$ cat src/rtl/aes_pkg.sv
// Shared AES-128 key-schedule definitions: round count, FSM encoding and round constants.
package aes_pkg;

    localparam int unsigned NUM_ROUNDS = 10;

    typedef enum logic [1:0] {
        StIdle,
        StEmit,
        StDone
    } ke_state_e;

    // Round constant for round r (1..10); anything else yields 0.
    function automatic logic [7:0] rcon(input logic [3:0] r);
        logic [7:0] rc;
        case (r)
            4'd1:    rc = 8'h01;
            4'd2:    rc = 8'h02;
            4'd3:    rc = 8'h04;
            4'd4:    rc = 8'h08;
            4'd5:    rc = 8'h10;
            4'd6:    rc = 8'h20;
            4'd7:    rc = 8'h40;
            4'd8:    rc = 8'h80;
            4'd9:    rc = 8'h1b;
            4'd10:   rc = 8'h36;
            default: rc = 8'h00;
        endcase
        return rc;
    endfunction

endpackage

$ cat src/rtl/aes_sbox.sv
// Combinational AES S-box: multiplicative inverse in GF(2^8) followed by the affine map.
module aes_sbox (
    input  logic [7:0] din,
    output logic [7:0] dout
);

    function automatic logic [7:0] gf_mul(input logic [7:0] a, input logic [7:0] b);
        logic [7:0] p;
        logic [7:0] aa;
        p  = 8'h00;
        aa = a;
        for (int i = 0; i < 8; i++) begin
            if (b[i]) p = p ^ aa;
            aa = {aa[6:0], 1'b0} ^ (aa[7] ? 8'h1b : 8'h00);
        end
        return p;
    endfunction

    // x^254 == x^-1 for x != 0, and maps 0 to 0 as the S-box requires.
    function automatic logic [7:0] gf_inv(input logic [7:0] x);
        logic [7:0] sq;
        logic [7:0] r;
        sq = gf_mul(x, x);
        r  = 8'h01;
        for (int i = 0; i < 7; i++) begin
            r  = gf_mul(r, sq);
            sq = gf_mul(sq, sq);
        end
        return r;
    endfunction

    logic [7:0] inv;

    always_comb begin
        inv  = gf_inv(din);
        dout = inv ^ {inv[6:0], inv[7]} ^ {inv[5:0], inv[7:6]} ^ {inv[4:0], inv[7:5]}
             ^ {inv[3:0], inv[7:4]} ^ 8'h63;
    end

endmodule

$ cat src/rtl/key_expand.sv
// AES-128 key expansion streaming one round key per handshake.
// Define KEY_EXPAND_RKBUF_EN to add an 11-entry round-key buffer with a registered read port.
module key_expand
    import aes_pkg::*;
#(
    parameter int unsigned NR = NUM_ROUNDS
) (
    input  logic         clk,
    input  logic         rst,
    input  logic         start,
    input  logic [127:0] key_in,
    output logic         rk_valid,
    input  logic         rk_ready,
    output logic [127:0] rk_data,
    output logic [3:0]   rk_round,
    output logic         busy,
    output logic         done
`ifdef KEY_EXPAND_RKBUF_EN
    ,
    input  logic [3:0]   rd_idx,
    output logic [127:0] rd_key
`endif
);

    localparam logic [3:0] LastRound = 4'(NR);

    ke_state_e    state_q, state_d;
    logic [127:0] key_q, key_d;
    logic [3:0]   round_q, round_d;
    logic [3:0]   round_inc;
    logic [31:0]  rot_w, sub_w, temp_w;
    logic [31:0]  w0n, w1n, w2n, w3n;
    logic         hs;

    assign rot_w = {key_q[23:0], key_q[31:24]};

    for (genvar i = 0; i < 4; i++) begin : g_sbox
        aes_sbox u_sbox (
            .din  (rot_w[8*i +: 8]),
            .dout (sub_w[8*i +: 8])
        );
    end

    assign round_inc = round_q + 4'd1;
    assign temp_w    = sub_w ^ {rcon(round_inc), 24'h000000};
    assign w0n       = key_q[127:96] ^ temp_w;
    assign w1n       = key_q[95:64]  ^ w0n;
    assign w2n       = key_q[63:32]  ^ w1n;
    assign w3n       = key_q[31:0]   ^ w2n;
    assign hs        = (state_q == StEmit) && rk_ready;

    always_comb begin
        state_d = state_q;
        key_d   = key_q;
        round_d = round_q;
        case (state_q)
            StIdle: begin
                if (start) begin
                    key_d   = key_in;
                    round_d = 4'd0;
                    state_d = StEmit;
                end
            end
            StEmit: begin
                if (hs) begin
                    if (round_q == LastRound) begin
                        state_d = StDone;
                    end else begin
                        key_d   = {w0n, w1n, w2n, w3n};
                        round_d = round_inc;
                    end
                end
            end
            StDone:  state_d = StIdle;
            default: state_d = StIdle;
        endcase
    end

    always_ff @(posedge clk) begin
        if (rst) begin
            state_q <= StIdle;
            key_q   <= '0;
            round_q <= '0;
        end else begin
            state_q <= state_d;
            key_q   <= key_d;
            round_q <= round_d;
        end
    end

    assign rk_valid = (state_q == StEmit);
    assign busy     = (state_q != StIdle);
    assign done     = (state_q == StDone);
    assign rk_data  = key_q;
    assign rk_round = round_q;

`ifdef KEY_EXPAND_RKBUF_EN
    logic [127:0] rkbuf_q [11];
    logic [127:0] rd_key_q;

    always_ff @(posedge clk) begin
        if (rst) begin
            for (int i = 0; i < 11; i++) rkbuf_q[i] <= '0;
            rd_key_q <= '0;
        end else begin
            if (hs && (round_q <= 4'd10)) rkbuf_q[round_q] <= key_q;
            rd_key_q <= (rd_idx <= 4'd10) ? rkbuf_q[rd_idx] : '0;
        end
    end

    assign rd_key = rd_key_q;
`endif

endmodule
$ cat config.mk
export PLATFORM = sky130hd
export DESIGN_NAME = key_expand
export DESIGN_NICKNAME = d
export VERILOG_FILES = /design/src/rtl/aes_pkg.sv /design/src/rtl/aes_sbox.sv /design/src/rtl/key_expand.sv
export SDC_FILE = /design/constraint.sdc
export NUM_CORES = 2
export LEC_CHECK = 0
export BUFFER_PORTS_ARGS = -buffer_cell sky130_fd_sc_hd__clkbuf_2
export CORE_MARGIN = 2
export CORE_UTILIZATION = 25
export DETAILED_ROUTE_END_ITERATION = 12
export GPL_TIMING_DRIVEN = 1
export PLACE_DENSITY_LB_ADDON = 0.12
export SLEW_MARGIN = 20
export SYNTH_ARGS = -nofsm -noshare
export SYNTH_HDL_FRONTEND = slang
export SYNTH_SLANG_ARGS = --single-unit
$ cat constraint.sdc
create_clock -name clk -period 34.7 [get_ports clk]
set_clock_uncertainty 0.2 [all_clocks]
set_input_delay 6.94 -clock clk [delete_from_list [all_inputs] [get_ports clk]]
set_output_delay 6.94 -clock clk [all_outputs]
set_load 0.01 [all_outputs]
==> flow_metrics.py <==
metrics = {
    "status": {
        "status": "complete, no violations",
    },
    "timing": {
        "timing.fmax_ghz": 0.0503,
        "worst_pin_slew_ns": 1.15,
        "rsz0062_at_grt": "false",
        "post-route-period-util_pct": 57.3,
        "period_minus_slack_ns": 19.89,
        "hold_viol": 0,
        "finalSetupViolCount": 0,
        "max_slew_margin_pct": 23.1,
        "slew_violations": 0,
        "worst_slack_ns": 14.81,
        "setup_tns_ns": 0,
    },
    "logic_synthesis": {
        "yosysWarningCount": 0,
        "syn_area_um2": 62800,
        "synth_cells": 8520,
        "synth_flop_cell": "dfxtp_1",
        "synth_edf_count": 0,
        "synth_nets": 8676,
        "async_flop_share_pct": 0,
        "ys_ff_latch": 134,
        "syn_avg_cell_area_um2": 7.37,
        "ys_seq_area_share_pct": 4.27,
        "ys_types": 106,
    },
    "min_path": {
        "hold_class": "register to register",
    },
    "critical_path": {
        "worstPathMaxFanout": 20,
        "crit_slowest_cell": "dfxtp_1",
        "crit_top_cell": "xnor2_1",
        "required_ns": 34.95,
        "cp.arrival_ns": 20.14,
        "slowest_delay_ns": 0.89,
        "endpoint_kind": "register",
        "crit_path_start_kind": "register",
        "crit_type": "register to register",
    },
    "global_route": {
        "grt_use_total_pct": 18.3,
        "grt_pass1_vias": 57546,
        "grt_max_degree": 84,
        "grt-ovfl-total": 0,
        "antenna_found_initial": 13,
        "grt_pass1_wl_mm": 371,
    },
    "placement": {
        "dp_slack_ns": 14.96,
        "gp_congestion": 0.832,
        "port_buffers": 266,
        "dpl_cell_area_um2": 68800,
        "dp_hpwl_mm": 181,
    },
    "drt": {
        "vias": 59771,
        "wirelength_mm": 242,
        "drc": 0,
        "drt_iter0_markers": 4086,
        "vias_per_cell": 5.03,
        "first_pass_iters": 6,
        "ant_nets": 0,
        "routedWlPerCell_um": 20.3,
    },
    "floorplan": {
        "fp.coreArea_um2": 251000,
        "dieArea_um2": 255000,
        "rows": 184,
        "start_util_pct": 25.1,
        "io_pins": 267,
        "die_h_um": 505,
        "die-width_um": 505,
    },
    "clock_tree": {
        "clock_latency_ns": 0.52,
        "htreeDepth": 4,
        "holdBufCountCts": 0,
        "cts_tree": "yes",
        "post-cts-setup-buffers": 0,
        "cts.sinks": 134,
        "clk_path_buf_depth": 2,
        "path_clk_slew_ns": 0.07,
        "cts_buffers": 17,
        "cts_resized": 0,
        "root_buffer": "clkbuf_16",
    },
    "finish": {
        "multiInputGateArea_um2": 57900,
        "nets": 8673,
        "seq_area_um2": 2680,
        "fin_area_um2": 69400,
        "area_growth_pct": 10.5,
        "nFillCells": 27217,
        "drive_gt1_share_pct": 11.0,
    },
    "flow_run": {
        "maxCapViolCount": 0,
    },
}
==> metrics by stage <==
step                hold WS (ns)  util, %  instances
finish                     0.278     27.7      11893
global route               0.308     27.7      11892
CTS                        0.280     27.7      11878
detailed placement         0.269     27.4      11846
global placement           0.266     27.4      11846
floorplan                  0.258        -       8520
==> sequential cells by signal, indices dropped and copies added, names as in the netlist <==
| register | flops |
|---|---|
| rk_data | 128 |
| rk_round | 4 |
| state_q | 2 |
==> cell type report <==
cell class | instances | area share, %
Multi-Input combinational cell | 7698 | 83.4
Clock inverter | 14 | 0.288
Timing Repair Buffer | 566 | 5.17
Sequential cell | 134 | 3.86
Antenna cell | 15 | 0.0541
Clock buffer | 18 | 0.618
Inverter | 100 | 0.548
Tap cell | 3348 | 6.03
==> per-layer routing <==
layer  global-route usage [%]  vias to the layer above  routed length [um]
li1                         -                    29321                   -
met1                     25.1                    29145              114000
met2                     30.8                     1151              115000
met3                     1.13                      146                7590
met4                     4.76                        8                5870
met5                        0                        -                  57
==> critical path, delay by kind of cell, from the launching register on <==
family                     cells  cell delay [ns]
AOI/OAI and AO/OA              8             2.24
xor gates and xnor gates      28            10.16
adders and majority gates      4             1.95
buffers and inverters          4             1.11
DFF                            1             0.89
muxes                          2             0.47
and+or+nand+nor               10             2.73
==> cell usage after synthesis, types with 134 or more instances <==
cell / number / area [um^2]
dfxtp_1: 134 / 2680
o21ai_0: 367 / 1840
nand2_1: 906 / 3400
clkbuf_1: 404 / 1520
xor2_1: 462 / 4050
nor3_1: 248 / 1240
mux2i_1: 192 / 1920
nor2_1: 1324 / 4970
a21oi_1: 572 / 2860
xnor3_1: 386 / 8690
xnor2_1: 1518 / 13300
nand3_1: 157 / 786
==> worst paths after layout <==
check,depth (start not counted),slack (ns),start,to
worst max register to register,56,14.81,rk_data[23],rk_data[26]
worst max-delay path,56,14.81,rk_data[23],rk_data[26]
worst min register to register,2,0.28,rk_data[39],rk_data[39]
worst min-delay path,2,0.28,rk_data[39],rk_data[39]
==> cell families after synthesis <==
family | share of synthesized area [%]
and+or+nand+nor | 21.0
xor gates and xnor gates | 47.6
AOI/OAI and AO/OA | 18.0
buffers and inverters | 4.44
muxes | 4.08
DFF | 4.27
adders and majority gates | 0.574
==> cells in the final DEF (no fill, tap or decap), types with 24 or more instances in the layout <==
cell and n:
xnor2_1 1461, nor2_1 1323, nand2_1 906, a21oi_1 572
xor2_1 445, xnor3_1 386, o21ai_0 367, buf_4 300
clkbuf_2 265, nor3_1 248, mux2i_1 192, nand3_1 157
xnor2_2 139, dfxtp_1 134, o22ai_1 125, inv_1 82
a31oi_1 82, a211oi_1 73, nor2b_1 68, a22oi_1 68
nand2b_1 66, o211ai_1 63, and2_1 54, mux2_2 49
xor3_1 42, and3_1 40, or3_1 40, a221oi_1 38
xor2_2 35, o31ai_1 35, a32oi_1 31, o21ai_1 30
o221ai_1 30, a21o_1 30, xnor3_2 29, or2_2 26
nor4_1 24, ha_1 24
Power is left out: the tool's default activity adds up to more than one toggle a clock period on the data nets, which glitch-free logic cannot reach.
